## src/rtl/vote_link_pkg.sv

```systemverilog
// Shared types and link codes for the central-side vote peer.
package vote_link_pkg;

  // Controller states; every state other than IDLE waits on one link event.
  typedef enum logic [2:0] {
    IDLE,
    RX_REQ,
    TX_WAIT_CTR,
    TX_DRIVE,
    TX_REL,
    DONE_WAIT
  } state_t;

  // The first word of a session is the vote; later words echo our last reply.
  typedef enum logic {
    PH_VOTE,
    PH_ECHO
  } phase_t;

  localparam logic [3:0] ACK = 4'b0110;
  localparam logic [3:0] NAK = 4'b1001;

  // Reply word chosen by the controller's accept level.
  function automatic logic [3:0] reply_for(input logic accept);
    return accept ? ACK : NAK;
  endfunction

endpackage

```

## src/rtl/vote_peer_if.sv

```systemverilog
// Four-wire rts/rtr/cts/ctr link between the voting station and the central peer.
// master = central peer (this design), slave = voting station.
interface vote_peer_if;
  logic       rtr;    // peer asks station for a word
  logic       rts;    // peer presents a reply on v_in
  logic [3:0] v_in;   // reply word to station
  logic       cts;    // station word valid on v_out
  logic       ctr;    // station ready to take a reply
  logic [3:0] v_out;  // vote/echo word from station

  modport master (output rtr, rts, v_in, input cts, ctr, v_out);
  modport slave  (input rtr, rts, v_in, output cts, ctr, v_out);
endinterface

```

## src/rtl/vote_tally_sat.sv

```systemverilog
// Saturating up-counter: adds one per enabled cycle, sticks at all-ones.
module vote_tally_sat #(
  parameter int W = 8
) (
  input  logic         clock,
  input  logic         reset,
  input  logic         inc,
  output logic [W-1:0] count
);

  // Count register; holds at its maximum instead of wrapping.
  always_ff @(posedge clock or posedge reset) begin
    if (reset) begin
      count <= '0;
    end else if (inc && (count != '1)) begin
      count <= count + W'(1);
    end
  end

endmodule

```

## src/rtl/vote_peer.sv

```systemverilog
// Central-side partner of the voting station. Pulls a vote word over the
// rtr/cts leg, answers ACK/NAK over the rts/ctr leg until the station echoes
// ACK, then commits the vote into saturating green/red tallies.
// Optional watchdog: define VOTE_PEER_TIMEOUT_EN to abort any wait state
// that lasts TIMEOUT_CYCLES cycles.
module vote_peer
  import vote_link_pkg::*;
#(
  parameter int CNT_W          = 8,
  parameter int TIMEOUT_CYCLES = 1024
) (
  input  logic             clock,
  input  logic             reset,
  input  logic             poll,
  input  logic             accept,
  vote_peer_if.master      link,
  output logic [CNT_W-1:0] green_cnt,
  output logic [CNT_W-1:0] red_cnt,
  output logic             sess_done,
  output logic             busy,
  output logic             err
);

  state_t     state, state_next;
  phase_t     phase, phase_next;
  logic [3:0] vword, vword_next;
  logic [3:0] reply, reply_next;
  logic [3:0] v_in_next;
  logic       err_next;
  logic       done_next;
  logic       green_inc;
  logic       red_inc;
  logic       tmo_hit;

`ifdef VOTE_PEER_TIMEOUT_EN
  localparam int TMR_W = $clog2(TIMEOUT_CYCLES + 1);

  logic [TMR_W-1:0] tmr;

  // Per-state watchdog; restarts whenever the state changes and idles in IDLE.
  always_ff @(posedge clock or posedge reset) begin
    if (reset) begin
      tmr <= '0;
    end else if ((state == IDLE) || (state_next != state)) begin
      tmr <= '0;
    end else begin
      tmr <= tmr + TMR_W'(1);
    end
  end

  assign tmo_hit = (state != IDLE) && (tmr == TMR_W'(TIMEOUT_CYCLES - 1));
`else
  // No watchdog in this build: wait states hold indefinitely.
  assign tmo_hit = 1'b0 & (TIMEOUT_CYCLES == 0);
`endif

  // Next-state and next-output decode; each wait state reacts only to its own event.
  always_comb begin
    // NOTE: every comb output gets a default first so no path leaves one unassigned (no latches).
    state_next = state;
    phase_next = phase;
    vword_next = vword;
    reply_next = reply;
    v_in_next  = link.v_in;
    err_next   = 1'b0;
    done_next  = 1'b0;
    green_inc  = 1'b0;
    red_inc    = 1'b0;

    unique case (state)
      IDLE: begin
        if (poll) begin
          phase_next = PH_VOTE;
          state_next = RX_REQ;
        end
      end
      RX_REQ: begin
        if (link.cts) begin
          if (link.v_out == ACK) begin
            // An ACK word closes the session whichever phase we are in.
            if (phase == PH_VOTE) vword_next = link.v_out;
            state_next = DONE_WAIT;
          end else if (phase == PH_VOTE) begin
            vword_next = link.v_out;
            reply_next = reply_for(accept);
            state_next = TX_WAIT_CTR;
          end else if (link.v_out == reply) begin
            reply_next = reply_for(accept);
            state_next = TX_WAIT_CTR;
          end else begin
            // Corrupted echo: flag it and force the station to retry.
            err_next   = 1'b1;
            reply_next = NAK;
            state_next = TX_WAIT_CTR;
          end
        end
      end
      TX_WAIT_CTR: begin
        if (link.ctr) begin
          v_in_next  = reply;
          state_next = TX_DRIVE;
        end
      end
      TX_DRIVE: begin
        if (!link.ctr) begin
          phase_next = PH_ECHO;
          state_next = TX_REL;
        end
      end
      TX_REL: begin
        if (!link.cts) state_next = RX_REQ;
      end
      DONE_WAIT: begin
        if (!link.cts) begin
          green_inc  = vword[1];
          red_inc    = vword[2];
          done_next  = 1'b1;
          state_next = IDLE;
        end
      end
      default: state_next = IDLE;
    endcase

    // Watchdog abort only when the awaited event did not arrive this cycle.
    if (tmo_hit && (state_next == state)) begin
      err_next   = 1'b1;
      state_next = IDLE;
    end
  end

  // State and registered outputs; rtr/rts/busy are decoded from the next state.
  always_ff @(posedge clock or posedge reset) begin
    if (reset) begin
      state     <= IDLE;
      phase     <= PH_VOTE;
      vword     <= '0;
      reply     <= '0;
      link.rtr  <= 1'b0;
      link.rts  <= 1'b0;
      link.v_in <= '0;
      sess_done <= 1'b0;
      busy      <= 1'b0;
      err       <= 1'b0;
    end else begin
      // NOTE: sequential state uses non-blocking assignments so every register samples pre-edge values.
      state     <= state_next;
      phase     <= phase_next;
      vword     <= vword_next;
      reply     <= reply_next;
      link.rtr  <= (state_next == RX_REQ);
      link.rts  <= (state_next == TX_DRIVE);
      link.v_in <= v_in_next;
      sess_done <= done_next;
      busy      <= (state_next != IDLE);
      err       <= err_next;
    end
  end

  vote_tally_sat #(.W(CNT_W)) u_green (
    .clock (clock),
    .reset (reset),
    .inc   (green_inc),
    .count (green_cnt)
  );

  vote_tally_sat #(.W(CNT_W)) u_red (
    .clock (clock),
    .reset (reset),
    .inc   (red_inc),
    .count (red_cnt)
  );

endmodule

```

## src/flat_wrapper.sv

```systemverilog
// flat-port wrapper written by rule: the top's interface ports become plain ports
module vote_peer_flat import vote_link_pkg::*;
#(
  parameter int CNT_W          = 8,
  parameter int TIMEOUT_CYCLES = 1024
)
  (clock, reset, poll, accept, green_cnt, red_cnt, sess_done, busy, err, link_rtr, link_rts, link_v_in, link_cts, link_ctr, link_v_out);
  vote_peer_if link_i ();
  input  logic clock;
  input  logic reset;
  input  logic poll;
  input  logic accept;
  output logic [CNT_W-1:0] green_cnt;
  output logic [CNT_W-1:0] red_cnt;
  output logic sess_done;
  output logic busy;
  output logic err;
  output wire logic [$bits(link_i.rtr)-1:0] link_rtr;
  output wire logic [$bits(link_i.rts)-1:0] link_rts;
  output wire logic [$bits(link_i.v_in)-1:0] link_v_in;
  input wire logic [$bits(link_i.cts)-1:0] link_cts;
  input wire logic [$bits(link_i.ctr)-1:0] link_ctr;
  input wire logic [$bits(link_i.v_out)-1:0] link_v_out;
  assign link_rtr = link_i.rtr;
  assign link_rts = link_i.rts;
  assign link_v_in = link_i.v_in;
  assign link_i.cts = link_cts;
  assign link_i.ctr = link_ctr;
  assign link_i.v_out = link_v_out;
  vote_peer #(.CNT_W(CNT_W), .TIMEOUT_CYCLES(TIMEOUT_CYCLES)) u_core (.clock(clock), .reset(reset), .poll(poll), .accept(accept), .link(link_i), .green_cnt(green_cnt), .red_cnt(red_cnt), .sess_done(sess_done), .busy(busy), .err(err));
endmodule
```

## config.mk

```make
export PLATFORM = sky130hd
export DESIGN_NAME = vote_peer_flat
export DESIGN_NICKNAME = d
export VERILOG_FILES = /design/src/rtl/vote_link_pkg.sv /design/src/rtl/vote_peer_if.sv /design/src/rtl/vote_tally_sat.sv /design/src/rtl/vote_peer.sv /design/src/flat_wrapper.sv
export SDC_FILE = /design/constraint.sdc
export NUM_CORES = 1
export LEC_CHECK = 0
export ABC_CLOCK_PERIOD_IN_PS = 1800
export CAP_MARGIN = 10
export CORE_MARGIN = 2
export CORE_UTILIZATION = 44
export CTS_CLUSTER_SIZE = 20
export DETAILED_ROUTE_END_ITERATION = 16
export PLACE_DENSITY_LB_ADDON = 0.05
export SYNTH_ARGS = -nofsm -noshare
export SYNTH_HDL_FRONTEND = slang
export SYNTH_SLANG_ARGS = --single-unit
```

## constraint.sdc

```tcl
create_clock -name clock -period 1.8 [get_ports clock]
set_clock_uncertainty 0.05 [all_clocks]
set_input_delay 0.36 -clock clock [delete_from_list [all_inputs] [get_ports clock]]
set_output_delay 0.36 -clock clock [all_outputs]
set_load 0.005 [all_outputs]
```

==> flow_metrics.py, run 1 <==
metrics = {
    "sta": {
        "final-setup-viol-count": 0,
        "rsz0062_at_grt": "false",
        "max_freq_mhz": 572.9,
        "tightest_slew_ns": 0.3874,
        "finalHoldViolCount": 0,
        "hold_slack_ns": 0.3674,
        "slew_headroom_pct": 74.18,
        "slew_viol_final": 0,
        "fin_crit_sh_pct": 96.97,
        "period_needed_ns": 1.745,
        "fin_tns_setup_ns": 0,
        "setup_ws_ns": 0.05451,
    },
    "floorplanning": {
        "start_util_pct": 46.12,
        "core-area_mm2": 0.003337,
        "die-area_mm2": 0.003987,
        "die_x_um": 63.14,
        "ios": 35,
        "die_h_um": 63.14,
        "rows": 21,
    },
    "synth": {
        "yosysSeqAreaShare_pct": 50.41,
        "async_reset_ff_share_pct": 100.0,
        "synth-xor-area-share_pct": 2.846,
        "yosysWarnings": 0,
        "yosys.area_share.simple_pct": 21.06,
        "ys_ff_latch": 31,
        "synth_area_mm2": 0.001539,
        "synthAdderAreaFrac_pct": 1.626,
        "synth_top_family_by_area": "simple AND/OR/NAND/NOR gates",
        "synth_top_area_cell": "dfrtp_1",
        "synthFlopType": "dfrtp_1",
        "yosys-top-cells-count": "31 x dfrtp_1, 13 x nand2_1, 11 x mux2_1",
        "ys_types": 39,
        "syn_area_per_cell_um2": 10.61,
        "synth-edff-count": 0,
        "syn-num-nets": 157,
        "syn_inst": 145,
        "synth.top_cell.area_share_pct": 50.41,
        "yosysMostFrequentCell": "dfrtp_1",
        "synth_compound_area_share_pct": 8.943,
        "synthMuxAreaShare_pct": 10.33,
        "netlist_top_cells_area": "dfrtp_1 50%, mux2_1 8.0%, nand2b_1 3.3%",
    },
    "critical_path": {
        "slowest_delay_ns": 0.43,
        "crit_slowest_cell": "clkdlybuf4s50_1",
        "cp_cell_sequence": "clkdlybuf4s50_1 > and4bb_4 > and4_4 > and4_1 > mux2_4",
        "cp.arrival_ns": 1.91,
        "required_ns": 1.96,
        "reg2reg_slack_ns": 0.12,
        "start_kind": "input pin",
        "crit_fanout": 6,
        "rr_worst_depth": 4,
        "timing.rr.start": "u_core.state[1]",
        "r2r_end": "u_core.u_green.count[6]",
        "endpoint_kind": "flop",
        "critPathKind": "in -> reg",
    },
    "grt": {
        "grt_pass1_wl_mm": 5.430,
        "grt_max_degree": 32,
        "grt_pass1_vias": 1237,
        "grtUsageTotal_pct": 17.54,
        "antenna_found_initial": 0,
        "grt_overflow": 0,
    },
    "finish": {
        "regArea_um2": 777.0,
        "fin_nets": 204,
        "final_cells": 238,
        "antenna_cells": 0,
        "layout-drive-gt1-share_pct": 13.02,
        "multi_input_area_um2": 693.2,
        "syn_to_final_growth_pct": 32.85,
        "fillCellCount": 296,
    },
    "pwr": {
        "p_comb_share_pct": 34.3,
        "clock_power_share_pct": 19.4,
        "vdd.ir_drop.worst_uv": 535.9,
        "leakagePower_nw": 0.9366,
        "swShare_pct": 30.77,
        "seq_power_share_pct": 46.3,
        "p_per_area_mw_per_mm2": 1031,
        "internal_power_mw": 1.459,
        "switchingPower_mw": 0.6487,
    },
    "clocking": {
        "worstSkewPairLatency_ns": 0.32,
        "postCtsSetupBuffers": 0,
        "cts_tree": "yes",
        "root_buffer": "clkbuf_4",
        "clkTransAtPathRegs_ns": 0.10,
        "cts_buffers": 5,
        "htreeDepth": 2,
        "cts_buffer_depth": 2,
        "clock-sinks": 31,
    },
    "worst_hold_path": {
        "hp-class": "in -> async",
    },
    "placement": {
        "pre_cts_ws_ns": -0.3459,
        "portBuffers": 34,
        "place.gp.congestion": 0.7965,
        "dp_cells": 231,
        "hpwl_mm": 2.369,
    },
    "job": {
        "maxCapViolCount": 0,
    },
    "routing": {
        "ant_nets": 0,
        "viasPerCell": 5.231,
        "wl_per_cell_um": 13.08,
        "drc": 0,
        "drt_iter0_markers": 64,
        "wirelength_mm": 3.113,
        "dr.pass1.iters": 4,
        "route.vias.total": 1245,
    },
    "outcome": {
        "status": "complete, no violations",
    },
}
[final cells by class]
type                    count  share of cell area [%]
well taps                  46                   2.815
inverters                   8                   1.469
clock inverters             1                  0.2448
clock buffers               6                   2.509
multi-input cells         100                   33.90
flip-flops and latches     31                   38.00
repair buffers             46                   21.05
[cells by family (layout without fill, tap and decap cells)]
kind of cell,count (synthesis),count (layout)
simple gates,58,58
flops,31,31
compound gates,21,21
mux,14,14
buf+inv,14,61
xor+xnor,5,5
fa+ha+maj,2,2
[worst max path at each step]
stage	startpoint	endpoint	slack, ns	cells after the start
2_1_floorplan	link_cts	u_core.u_green.count[6]	0.03	6
3_3_place_gp	link_cts	u_core.u_green.count[6]	-0.32	5
3_5_place_dp	link_cts	u_core.u_green.count[6]	-0.35	5
4_1_cts	link_cts	u_core.u_green.count[6]	0.02	5
5_1_grt	link_cts	u_core.u_green.count[6]	0.02	5
6_report	link_cts	u_core.u_green.count[6]	0.05	5
[registers in the layout, summed over array words and instances (netlist names)]
name / count
u_core.err: 1
u_core.sess_done: 1
u_core.link.v_in: 2
u_core.link.rtr: 1
u_core.reply: 2
u_core.phase: 1
u_core.link.rts: 1
u_core.busy: 1
u_core.state: 3
u_core.u_red.count: 8
u_core.vword: 2
u_core.u_green.count: 8
[critical path: cells and delay by family]
| kind | cells | cell delay (ns) |
|---|---|---|
| buffers and inverters | 1 | 0.43 |
| AND/OR/NAND/NOR | 3 | 0.81 |
| multiplexers | 1 | 0.30 |
[through the flow]
stage          utilization [%]  cell area [um^2]  total power, mW
3_5_place_dp             59.43              1983            1.719
2_1_floorplan                -              1539            1.363
6_report                 61.27              2044            2.108
4_1_cts                  61.12              2039            2.139
5_1_grt                  61.27              2044            2.259
3_3_place_gp             59.43              1983            1.691
[placed cells by master, fill, tap and decap left out, drive strengths merged]
| cell type | n |
|---|---|
| dfrtp | 31 |
| o211ai | 2 |
| a21oi | 6 |
| nor2b | 2 |
| and4 | 4 |
| and4bb | 1 |
| mux2i | 2 |
| a311o | 1 |
| ha | 2 |
| clkinv | 1 |
| mux2 | 12 |
| clkbuf | 6 |
| and3 | 4 |
| and4b | 1 |
| a31o | 1 |
| o2111ai | 1 |
| nor3b | 1 |
| xor2 | 2 |
| clkdlybuf4s50 | 34 |
| a31oi | 1 |
| or2 | 1 |
| a211oi | 2 |
| inv | 8 |
| nand2 | 13 |
| and2 | 1 |
| buf | 12 |
| nand4 | 4 |
| o21ai | 4 |
| a21o | 1 |
| nor2 | 7 |
| xnor2 | 3 |
| o22ai | 1 |
| nand3 | 6 |
| nand2b | 8 |
| a32o | 1 |
| nor3 | 5 |
[metal layers]
metal | wire length [um] | GRT usage, % | share of wire [%] | vias up
met5 | 0 | 0 | 0 | -
met4 | 68 | 8.333 | 2.2 | 0
met3 | 148 | 4.821 | 4.8 | 8
met2 | 1532 | 30.05 | 49 | 30
met1 | 1363 | 20.19 | 44 | 598
li1 | - | - | - | 609
[power by group through the flow]
stage | logic [mW] | clock network (mW) | registers [mW]
2_1_floorplan | 0.378 | 0 | 0.985
3_3_place_gp | 0.710 | 0 | 0.981
3_5_place_dp | 0.729 | 0 | 0.990
4_1_cts | 0.731 | 0.434 | 0.974
5_1_grt | 0.793 | 0.462 | 1.00
6_report | 0.724 | 0.409 | 0.975
[what timing repair did]
action,CTS,global route
setup endpoints to repair,0,2
resized for setup,0,3
hold buffers,0,0
(Power assumes the default switching activity.)
==> inputs of run 2 (changes only) <==
- GPL_ROUTABILITY_DRIVEN: default -> 0
==> results of run 2 <==
Same layout as run 1: the final DEF is identical, and so are final timing and power.
